<file path="config.mk">
export PLATFORM = sky130hd
export DESIGN_NAME = mem_port_arbiter
export DESIGN_NICKNAME = d
export VERILOG_FILES = /design/src/rtl/tinker_mem_pkg.sv /design/src/rtl/mem_port_arbiter.sv
export SDC_FILE = /design/constraint.sdc
export NUM_CORES = 1
export LEC_CHECK = 0
export BUFFER_PORTS_ARGS = -buffer_cell sky130_fd_sc_hd__buf_4
export CORE_AREA = 2 2 155 157
export DETAILED_ROUTE_END_ITERATION = 10
export DIE_AREA = 0 0 157 159
export PLACE_DENSITY = 0.79
export SETUP_SLACK_MARGIN = 0.4
export SLEW_MARGIN = 25
export SYNTH_ARGS = -nofsm -noshare
export SYNTH_HDL_FRONTEND = slang
export SYNTH_SLANG_ARGS = --single-unit
</file>
<file path="constraint.sdc">
create_clock -name clk -period 2.39 [get_ports clk]
set_clock_uncertainty 0.2 [all_clocks]
set_input_delay 0.478 -clock clk [delete_from_list [all_inputs] [get_ports clk]]
set_output_delay 0.478 -clock clk [all_outputs]
set_load 0.02 [all_outputs]
</file>
<file path="src/rtl/tinker_mem_pkg.sv">
// Shared types and constants for the memory port arbiter.
package tinker_mem_pkg;

  localparam int ADDR_W          = 32;
  localparam int DATA_W          = 64;
  localparam int MEM_LAT_DEFAULT = 2;
  // Wide enough to count up to the largest legal latency (15).
  localparam int LAT_CNT_W       = 4;

  typedef enum logic [1:0] {
    ST_IDLE  = 2'd0,
    ST_ISSUE = 2'd1,
    ST_WAIT  = 2'd2,
    ST_RESP  = 2'd3
  } state_t;

  typedef enum logic {
    OWN_FETCH = 1'b0,
    OWN_DATA  = 1'b1
  } owner_t;

endpackage

</file>
<file path="src/rtl/mem_port_arbiter.sv">
// Two-port (instruction fetch / data) arbiter in front of a single
// fixed-latency memory. One access is in flight at a time.
//
// Handshake: a requester raises *_req with its address/data stable and holds
// it until *_gnt is seen high in the same cycle; *_gnt is only ever high in
// IDLE and at most one port is granted per cycle. Completion is signalled by a
// one-cycle *_valid pulse; the port's rdata register then holds until that
// port's next load completes.
module mem_port_arbiter
  import tinker_mem_pkg::*;
#(
  parameter int MEM_LAT = MEM_LAT_DEFAULT
) (
  input  logic              clk,
  input  logic              reset,
  input  logic              if_req,
  input  logic [ADDR_W-1:0] if_addr,
  output logic              if_gnt,
  output logic              if_valid,
  output logic [31:0]       if_rdata,
  input  logic              d_req,
  input  logic              d_we,
  input  logic [ADDR_W-1:0] d_addr,
  input  logic [DATA_W-1:0] d_wdata,
  output logic              d_gnt,
  output logic              d_valid,
  output logic [DATA_W-1:0] d_rdata,
  output logic              m_en,
  output logic              m_we,
  output logic [ADDR_W-1:0] m_addr,
  output logic [DATA_W-1:0] m_wdata,
  input  logic [DATA_W-1:0] m_rdata,
  output logic              busy,
  output logic [1:0]        state_dbg
);

  localparam logic [LAT_CNT_W-1:0] LAT_LAST = LAT_CNT_W'(MEM_LAT - 1);

  state_t                state;
  state_t                state_nxt;
  owner_t                last_owner;
  owner_t                req_owner;
  logic                  req_we;
  logic [ADDR_W-1:0]     req_addr;
  logic [DATA_W-1:0]     req_wdata;
  logic [LAT_CNT_W-1:0]  lat_cnt;
  logic [31:0]           if_rdata_q;
  logic [DATA_W-1:0]     d_rdata_q;
  logic                  grant_if;
  logic                  grant_d;
  logic                  last_wait;

  assign last_wait = (state == ST_WAIT) && (lat_cnt == LAT_LAST);

  // Round-robin arbitration: on a tie the port not served last wins. Gated by
  // reset so no grant is visible while the block is held in reset.
  always_comb begin
    grant_if = 1'b0;
    grant_d  = 1'b0;
    if (reset && (state == ST_IDLE)) begin
      if (if_req && d_req) begin
        if (last_owner == OWN_FETCH) grant_d  = 1'b1;
        else                         grant_if = 1'b1;
      end else if (d_req) begin
        grant_d = 1'b1;
      end else if (if_req) begin
        grant_if = 1'b1;
      end
    end
  end

  // Next-state logic for the IDLE -> ISSUE -> WAIT -> RESP access sequence.
  always_comb begin
    state_nxt = state;
    case (state)
      ST_IDLE:  if (if_req || d_req) state_nxt = ST_ISSUE;
      ST_ISSUE: state_nxt = ST_WAIT;
      ST_WAIT:  if (lat_cnt == LAT_LAST) state_nxt = ST_RESP;
      ST_RESP:  state_nxt = ST_IDLE;
      default:  state_nxt = ST_IDLE;
    endcase
  end

  // State, latency counter and round-robin history.
  always_ff @(posedge clk or negedge reset) begin
    if (!reset) begin
      state      <= ST_IDLE;
      lat_cnt    <= '0;
      last_owner <= OWN_FETCH;
    end else begin
      state <= state_nxt;
      if (state == ST_ISSUE)     lat_cnt <= '0;
      else if (state == ST_WAIT) lat_cnt <= lat_cnt + 1'b1;
      if (grant_d)               last_owner <= OWN_DATA;
      else if (grant_if)         last_owner <= OWN_FETCH;
    end
  end

  // Register the winning request; requester inputs are not looked at again
  // until the FSM is back in IDLE. Fetches carry no write data, so zero it.
  always_ff @(posedge clk or negedge reset) begin
    if (!reset) begin
      req_owner <= OWN_FETCH;
      req_we    <= 1'b0;
      req_addr  <= '0;
      req_wdata <= '0;
    end else if (grant_d) begin
      req_owner <= OWN_DATA;
      req_we    <= d_we;
      req_addr  <= d_addr;
      req_wdata <= d_wdata;
    end else if (grant_if) begin
      req_owner <= OWN_FETCH;
      req_we    <= 1'b0;
      req_addr  <= if_addr;
      req_wdata <= '0;
    end
  end

  // Capture memory read data on the last WAIT cycle into the owner's register;
  // stores leave d_rdata untouched.
  always_ff @(posedge clk or negedge reset) begin
    if (!reset) begin
      if_rdata_q <= '0;
      d_rdata_q  <= '0;
    end else if (last_wait) begin
      if (req_owner == OWN_FETCH)  if_rdata_q <= m_rdata[31:0];
      else if (!req_we)            d_rdata_q  <= m_rdata;
    end
  end

  assign if_gnt    = grant_if;
  assign d_gnt     = grant_d;
  assign m_en      = (state == ST_ISSUE);
  assign m_we      = (state != ST_IDLE) ? req_we    : 1'b0;
  assign m_addr    = (state != ST_IDLE) ? req_addr  : '0;
  assign m_wdata   = (state != ST_IDLE) ? req_wdata : '0;
  assign if_valid  = (state == ST_RESP) && (req_owner == OWN_FETCH);
  assign d_valid   = (state == ST_RESP) && (req_owner == OWN_DATA);
  assign if_rdata  = if_rdata_q;
  assign d_rdata   = d_rdata_q;
  assign busy      = (state != ST_IDLE);
  assign state_dbg = state;

endmodule

</file>
==> Word level (Yosys, flattened, before mapping) <==
Cells that the tools add are included.
Widths: inputs -> output; s select.
{ "word_totals": {"regBits": 200, "input_bits": 197, "out_inout_bits": 201, "word_cells": 54} }
{ "op_classes": {"n_addsub": 1, "eq_ne": 6, "mux": 24, "bitwise_logic": 2, "n_reduce_logical": 13} }
{ "ops": {"columns": ["op", "n"], "rows": [
  ["$mux 64", 3],
  ["$mux 32", 3],
  ["$mux 1", 13],
  ["$mux 4", 2],
  ["$pmux 2 s4", 1],
  ["$reduce_bool 2->1", 3],
  ["$logic_and 1x1->1", 5],
  ["$add 4x1->4 const B", 1],
  ["$eq 2x2->1 const B", 2],
  ["$eq 4x1->1 const B", 1],
  ["$mux 2", 2],
  ["$ne 2x1->1 const B", 2],
  ["$reduce_and 2->1", 2],
  ["$reduce_and 3->1", 1],
  ["$eq 2x1->1 const B", 1],
  ["$logic_not 2->1", 1],
  ["$not 1->1", 2],
  ["$logic_or 1x1->1", 1]
]} }

==> Logic depth before layout (Yosys ltp) <==
Gate-level depths: netlist (run 1).
{ "depth": {"depth_word": 6, "mapped_depth": 7, "mapped_depth_nobuf": 5} }

==> Worst setup path before layout (run 1) <==
Ideal clock, no wire load.
{ "synth_path": {"path_kind": "register -> output", "start": "register state[0] (netlist: state_dbg[0])", "end": "output port if_gnt", "arrival_time_ns": 1.832, "t_required_ns": 1.712, "slack_ns": -0.120, "stages_incl_launch_ff": 7, "n_path_buf": 2, "path_cell_list": "dfrtp_1 inv_1 ha_1 clkbuf_1 clkbuf_1 nand3_1 a21oi_1"} }
{ "synth_between": {"elab_chain_cells": 3} }
{ "synth_rtl": {"columns": ["element", "line_no", "source"], "rows": [
  ["from (decl)", "mem_port_arbiter.sv:39", "state_t state;"],
  ["from (signal assigned)", "mem_port_arbiter.sv:91", "state <= state_nxt;"],
  ["$logic_not 2->1", "mem_port_arbiter.sv:60", "if (reset && (state == ST_IDLE)) begin"],
  ["$logic_and 1x1->1", "mem_port_arbiter.sv:60", null],
  ["$mux 1", "mem_port_arbiter.sv:60", null],
  ["to (decl)", "mem_port_arbiter.sv:18", "output logic if_gnt,"]
]} }
No other way between the ends.

==> Final worst setup path (run 1) <==
{ "layout_path": {"start": "register lat_cnt[1]", "end": "register d_rdata_q[45] (netlist: d_rdata[45])"} }
{ "layout_between": {"elab_chain_cells": 3} }
{ "layout_rtl": {"columns": ["element", "line_no", "source"], "rows": [
  ["from (decl)", "mem_port_arbiter.sv:46", "logic [LAT_CNT_W-1:0] lat_cnt;"],
  ["from (signal assigned)", "mem_port_arbiter.sv:93", "else if (state == ST_WAIT) lat_cnt <= lat_cnt + 1'b1;"],
  ["$eq 4x1->1", "mem_port_arbiter.sv:53", "assign last_wait = (state == ST_WAIT) && (lat_cnt == LAT_LAST);"],
  ["$logic_and 1x1->1", "mem_port_arbiter.sv:53", null],
  ["$reduce_and 3->1 (no source line)", null, null],
  ["to (signal assigned)", "mem_port_arbiter.sv:128", "else if (!req_we) d_rdata_q <= m_rdata;"],
  ["to (decl)", "mem_port_arbiter.sv:48", "logic [DATA_W-1:0] d_rdata_q;"]
]} }
No other way between the ends.
A chain may end at the register's enable or synchronous reset.

==> impl_metrics.ini, run 1 <==
[cts]
cts_tree = built
cts-root-buf = clkbuf_16
cts_buffers = 17
clock-sinks = 200
htree_levels = 4
clockBufferDepth = 2
clk_latency_ns = 0.43
clk_pin_slew_ns = 0.09

[setup_path]
cpMaxStageDelayCell = or4b_4
critical_path_required_ns = 2.52
worstPathCellList = inv_2 > ha_4 > or3b_4 > or4b_4 > bufbuf_16 > mux2_4
path_class = reg -> reg
max_stage_delay_ns = 0.58
critPathCaptureType = flip-flop
r2r-start = lat_cnt[1]
crit_path_max_fanout = 7
worstPathArrival_ns = 2.58
critPathLaunch = lat_cnt[1]
critPathLaunchType = flip-flop

[route]
wl_per_cell_um = 20.8
antenna_left = 0
drtIter0Drc = 380
via_per_inst = 5.11
num_vias = 7445
drtPass1Iterations = 5
route.detailed.drc = 0
drt-total-wl_um = 30300

[power]
peakVddDrop_v = 0.000909
swShare = 0.392
p_int_mw = 12.9
comb_power_share = 0.582
p_per_area_mw_per_mm2 = 1390
p_seq_frac = 0.278
p_leak_nw = 7.46
clkPwrFrac = 0.139
power_mw = 21.3
power.switching_mw = 8.36

[floorplan]
dieArea_mm2 = 0.0250
die_w_um = 157
core_area_mm2 = 0.0232
io_pins = 398
die_h_um = 159
row_count = 56
start_util = 0.379

[yosys]
yosys_register_bits = 200
syn_inst = 687
synth_warnings = 0
yosysSeqAreaShare = 0.570
synthDistinctLibCells = 31
synthesis.area_mm2 = 0.00878
syn_nets = 891
avgSynthCellArea_um2 = 12.8

[global_routing]
grt_pass1_vias = 7833
grt_util_all_layers = 0.222
grt_max_degree = 99
grt_pass1_wl_um = 43400
overflow = 0
antenna_found_initial = 1

[flow_run]
cap_viol_max_count = 0

[sta]
holdWs_ns = 0.0620
tightest_slew_ns = 0.575
final_hold_viol_count = 0
rsz0062_at_grt = true
finalCriticalPeriod_ns = 2.45
finalSetupTns_ns = -1.98
period_share = 1.03
fin_ws_ns = -0.0649
slew_violations = 0
final-setup-viol-count = 88
clock.fmax_mhz = 407
slew_headroom = 0.616

[place]
place_ws_ns = -0.0510
gp_congestion = 0.841
port-buffer-count = 397
place.detailed.hpwl_um = 19400

[worst_hold_path]
hold_path_class = in -> reg
min_from = d_wdata[46]

[finish]
drive_gt1_frac = 0.673
finish.utilization = 0.660
synthToLayoutAreaGrowth_pct = 74.2
nNetsFinal = 1328

[status]
violations = setup timing
outcome = complete, but fails checks
-- layout make-up --
class                      instances  area (um2)
tap                              319         399
inverter                           7        26.3
sequential                       200        5010
clock inverter                    14         173
fill                            1578        7890
antenna                            1        2.50
clock buffer                      18         439
timing repair buffer             474        4500
multi-input combinational        424        4750
-- worst paths after layout --
check | to | slack (ns) | cells after the start
max in group asynchronous | req_wdata[8] | 0.88 | 3
hold / removal | req_wdata[46] | 0.06 | 2
min in group asynchronous | req_we | 0.40 | 2
setup reg to reg | d_rdata[45] | -0.06 | 6
setup / recovery | d_rdata[45] | -0.06 | 6
hold reg to reg | req_wdata[8] | 0.30 | 1
-- cell usage after synthesis --
cell type / number / area, um2
a21oi_1: 34 / 170
and2b_1: 1 / 7.51
and2_1: 2 / 12.5
buf_12: 6 / 120
mux2i_1: 1 / 10.0
or4b_4: 1 / 13.8
buf_1: 4 / 15.0
nand3_1: 3 / 15.0
a22o_1: 65 / 569
o211a_1: 1 / 10.0
ha_1: 7 / 87.6
nor3b_2: 1 / 12.5
nor2_1: 35 / 131
and3_1: 1 / 6.26
nand2_1: 3 / 11.3
o21ai_0: 33 / 165
mux2_2: 39 / 439
dfrtp_1: 200 / 5000
inv_1: 7 / 26.3
o32a_1: 1 / 10.0
mux2_4: 60 / 901
buf_6: 1 / 11.3
buf_2: 3 / 15.0
a31oi_1: 32 / 200
nor2b_1: 98 / 613
o22ai_1: 2 / 12.5
a32oi_1: 1 / 8.76
o211ai_1: 1 / 7.51
nor3b_1: 1 / 7.51
or3b_4: 1 / 11.3
clkbuf_1: 42 / 158
-- power by group through the flow --
stage / logic [mW] / clock network (mW) / registers, mW
global placement: 10.2 / 0 / 5.87
finish: 12.4 / 2.97 / 5.93
detailed placement: 10.4 / 0 / 5.92
CTS: 11.8 / 3.02 / 5.88
floorplan: 5.74 / 0 / 6.68
global route: 13.0 / 3.17 / 6.07
-- sequential cells by signal, summed over array words and instances, names as in the netlist --
| register | flops |
|---|---|
| d_rdata | 64 |
| if_rdata | 32 |
| lat_cnt | 4 |
| req_addr | 32 |
| req_owner | 1 |
| req_wdata | 64 |
| req_we | 1 |
| state_dbg | 2 |
-- cells by family after synthesis --
kind of cell	Yosys count	share of synthesized area
DFF	200	0.570
AOI/OAI and AO/OA	170	0.131
and+or+nand+nor	147	0.0959
muxes	100	0.154
buffers and inverters	63	0.0393
adders and majority gates	7	0.00997
-- metal layers --
layer,vias up,GRT usage,share of wire
met1,3754,0.269,0.39
met5,-,0,0
met4,0,0.0826,0.030
met3,55,0.0591,0.074
li1,3304,-,-
met2,332,0.378,0.51
-- what timing repair did --
action,4_1_cts,5_1_grt
hold buffers,2,0
gates resized for setup,125,74
pin swaps,7,64
setup endpoints to repair,233,295
endpoints found under the hold margin,9,0
cloned,9,5
setup buffers,26,4
-- through the flow --
stage / std cells / area, um2
2_1_floorplan: 687 / 9710
3_3_place_gp: 1378 / 13000
3_5_place_dp: 1378 / 13000
4_1_cts: 1447 / 14600
5_1_grt: 1457 / 15300
6_report: 1457 / 15300
-- critical path, delay by kind of cell (launching register included) --
kind | cells | cell delay (ns)
adder cells (fa/ha/maj) | 1 | 0.12
multiplexers | 1 | 0.29
flip-flops | 1 | 0.39
AND/OR/NAND/NOR | 2 | 0.95
buffers and inverters | 2 | 0.40
-- layout by cell type (no fill, tap or decap), types with 3 or more instances in the layout --
cell type / n
ha_1: 3
clkinv_8: 5
buf_12: 20
a31oi_4: 23
inv_2: 3
nor2b_4: 97
mux2_2: 23
nor2_1: 34
ha_4: 4
a21oi_2: 23
inv_6: 4
dfrtp_1: 198
a22o_1: 65
o21ai_0: 33
buf_8: 3
buf_16: 11
mux2_4: 76
nand2_1: 3
inv_1: 4
a31oi_1: 9
a21oi_1: 10
buf_6: 81
buf_4: 349
clkbuf_16: 22
Power figures use the tool's default switching activity.
==> run 2, diff against run 1 <==
Settings changed: ABC_AREA set to 1, CORE_AREA 2 2 155 157 to 2 2 154 156, DIE_AREA 0 0 157 159 to 0 0 156 158, PLACE_DENSITY 0.79 to 0.83.
==> run 2 against run 1 <==
  * The run ends with hold timing, setup timing left
  * Largest cell class unchanged
  * Routed wire length increased by 14%
  * Largest power group unchanged
  * Die area decreased by 1.3%
  * Register-to-register slack improved by 0.23 ns
  * Combinational power about the same
  * Flip-flop and latch count unchanged
  * Clock-buffer cell count decreased by 1
==> impl_metrics.ini, run 2 <==
[finish]
stdcell_count = 1887
drive_gt1_frac = 0.399
n_fill_cell = 1806
nNetsFinal = 1790
mostFrequentLayoutCells = 353 x buf_4, 352 x nand2_1, 198 x dfrtp_1, 167 x inv_1, 96 x nand4_1
finish.utilization = 0.652
antenna_cells = 0
layout_commonest_cell = buf_4
synthToLayoutAreaGrowth_pct = 60.5

[cts]
cts_buffers = 17
cts_tree = built
clock-sinks = 200
clockBufferDepth = 2
cts-root-buf = clkbuf_16
htree_levels = 4
cts_hold_buf = 0
clk_latency_ns = 0.42
clk_pin_slew_ns = 0.08

[yosys]
synth_top_area_frac = 0.534
syn_inst = 1175
synthArstFlopShare = 1.00
synth_warnings = 0
synthDistinctLibCells = 28
synth_edf_count = 0
avgSynthCellArea_um2 = 7.97
yosys.cell_count.top_type = nand2_1
synthFlopType = dfrtp_1
synthesis.area_mm2 = 0.00937
syn_nets = 1379
yosys_register_bits = 200
yosysSeqAreaShare = 0.534
synthTopCellsByArea = dfrtp_1 53%, nand2_1 14%, inv_1 6.9%
synth_common_cells = 357 x nand2_1, 200 x dfrtp_1, 171 x inv_1
synth.largest_area_cell = dfrtp_1

[route]
route.detailed.drc = 0
via_per_inst = 5.15
drtPass1Iterations = 5
drtIter0Drc = 800
num_vias = 9716
drt-total-wl_um = 34700
antenna_left = 0
wl_per_cell_um = 18.4

[sta]
finalSetupTns_ns = -0.417
tightest_slew_ns = 0.707
slew_violations = 0
fin_ws_ns = -0.0569
final-setup-viol-count = 19
rsz0062_at_grt = true
slew_headroom = 0.529
clock.fmax_mhz = 409
period_share = 1.02
holdWs_ns = -0.0818
finalCriticalPeriod_ns = 2.45
final_hold_viol_count = 70

[setup_path]
worstPathArrival_ns = 1.77
r2r-start = state_dbg[1]
critPathLaunchType = flip-flop
crit_path_max_fanout = 8
path_class = reg -> out
rrSetupSlack_ns = 0.17
critPathLaunch = state_dbg[1]
r2r_cells = 13
max_stage_delay_ns = 0.38
cp-endpoint = m_wdata[12]
cp_common_cell = buf_12
worstPathCellList = inv_2 > ha_4 > buf_12 > buf_12 > buf_16 > nor2_2 > buf_6
rr_endpoint = req_addr[10]
cpMaxStageDelayCell = dfrtp_2
critical_path_required_ns = 1.71
critPathCaptureType = output port

[global_routing]
antenna_found_initial = 0
grt_max_degree = 201
grt_pass1_wl_um = 47400
grt_pass1_vias = 8982
overflow = 0
grt_util_all_layers = 0.247

[place]
place_ws_ns = 0.177
dp_cells = 1800
place.detailed.hpwl_um = 20200
gp_congestion = 0.847
port-buffer-count = 397

[floorplan]
io_pins = 398
core_area_mm2 = 0.0231
row_count = 56
die_w_um = 156
start_util = 0.406
dieArea_mm2 = 0.0246
die_h_um = 158

[worst_hold_path]
hold_path_class = in -> async

[power]
power_mw = 21.3
p_leak_nw = 7.81
peakVddDrop_v = 0.000884
p_per_area_mw_per_mm2 = 1420

[status]
violations = hold timing, setup timing
outcome = complete, but fails checks

[flow_run]
cap_viol_max_count = 0
-- run 2: changes by cell type after synthesis, moves of 31 or more --
cell / change
nand2_1: +354
inv_1: +164
nor2b_1: -98
nand4_1: +96
nor2_1: +66
a22o_1: -65
nand3_1: +65
mux2_4: -60
mux2_2: -39
a31oi_1: -32
a21oi_1: -31
-- run 2: power by group --
part | internal [mW] | switching, mW | leakage (nW)
clock | 1.38 | 1.42 | 0.272
sequential | 4.98 | 0.832 | 2.46
combinational | 5.26 | 7.44 | 5.09
total | 11.6 | 9.69 | 7.81
-- run 2: stage by stage --
step           hold WS (ns)  instance area (um2)
3_5_place_dp          0.259                12700
5_1_grt             -0.0650                15000
2_1_floorplan       -0.0176                 9570
4_1_cts              0.0264                14100
3_3_place_gp          0.255                12700
6_report            -0.0818                15000
-- run 2: how the worst min path moves through the flow --
stage,startpoint,to,slack [ns],depth (start not counted)
after floorplan,reset,d_rdata[0],-0.02,0
after global placement,d_rdata[35],d_rdata[35],0.26,2
after detailed placement,d_rdata[22],d_rdata[22],0.26,2
after CTS,d_wdata[33],req_wdata[33],0.03,3
after global routing,reset,req_owner,-0.06,2
final,reset,req_addr[16],-0.08,2
-- run 2: critical path, delay by kind of cell, from the launching register on --
family	cells	cell delay (ns)
adder cells (fa/ha/maj)	1	0.17
buffers and inverters	5	0.64
flip-flops	1	0.38
AND/OR/NAND/NOR	1	0.14
-- run 2: final cells by class --
cell class                 instances  area [um2]  share of cell area
multi-input combinational        720        3930               0.261
clock buffer                      17         425              0.0283
timing repair buffer             472        4510               0.300
timing repair inverter             1        7.51            0.000500
sequential                       200        5010               0.333
tap                              290         363              0.0241
inverter                         174         657              0.0437
clock inverter                    13         135             0.00899
-- run 2: kinds of logic after synthesis --
group	synth area share
simple gates	0.297
buf+inv	0.114
flops	0.534
compound gates	0.0446
fa+ha+maj	0.00935
xor+xnor	0.000935
-- run 2: what timing repair did --
action | CTS | global route
buffers inserted | 13 | 19
cloned | 9 | 15
pin swaps | 16 | 27
endpoints found under the hold margin | 0 | 70
gates resized for setup | 131 | 115
endpoints found under the setup margin | 199 | 266
-- run 2: per-layer routing --
metal | up-vias | GRT usage | wire, um
li1 | 4479 | - | -
met1 | 4660 | 0.307 | 13400
met2 | 466 | 0.418 | 17400
met3 | 111 | 0.0501 | 2240
met4 | 0 | 0.107 | 1630
met5 | - | 0 | 0
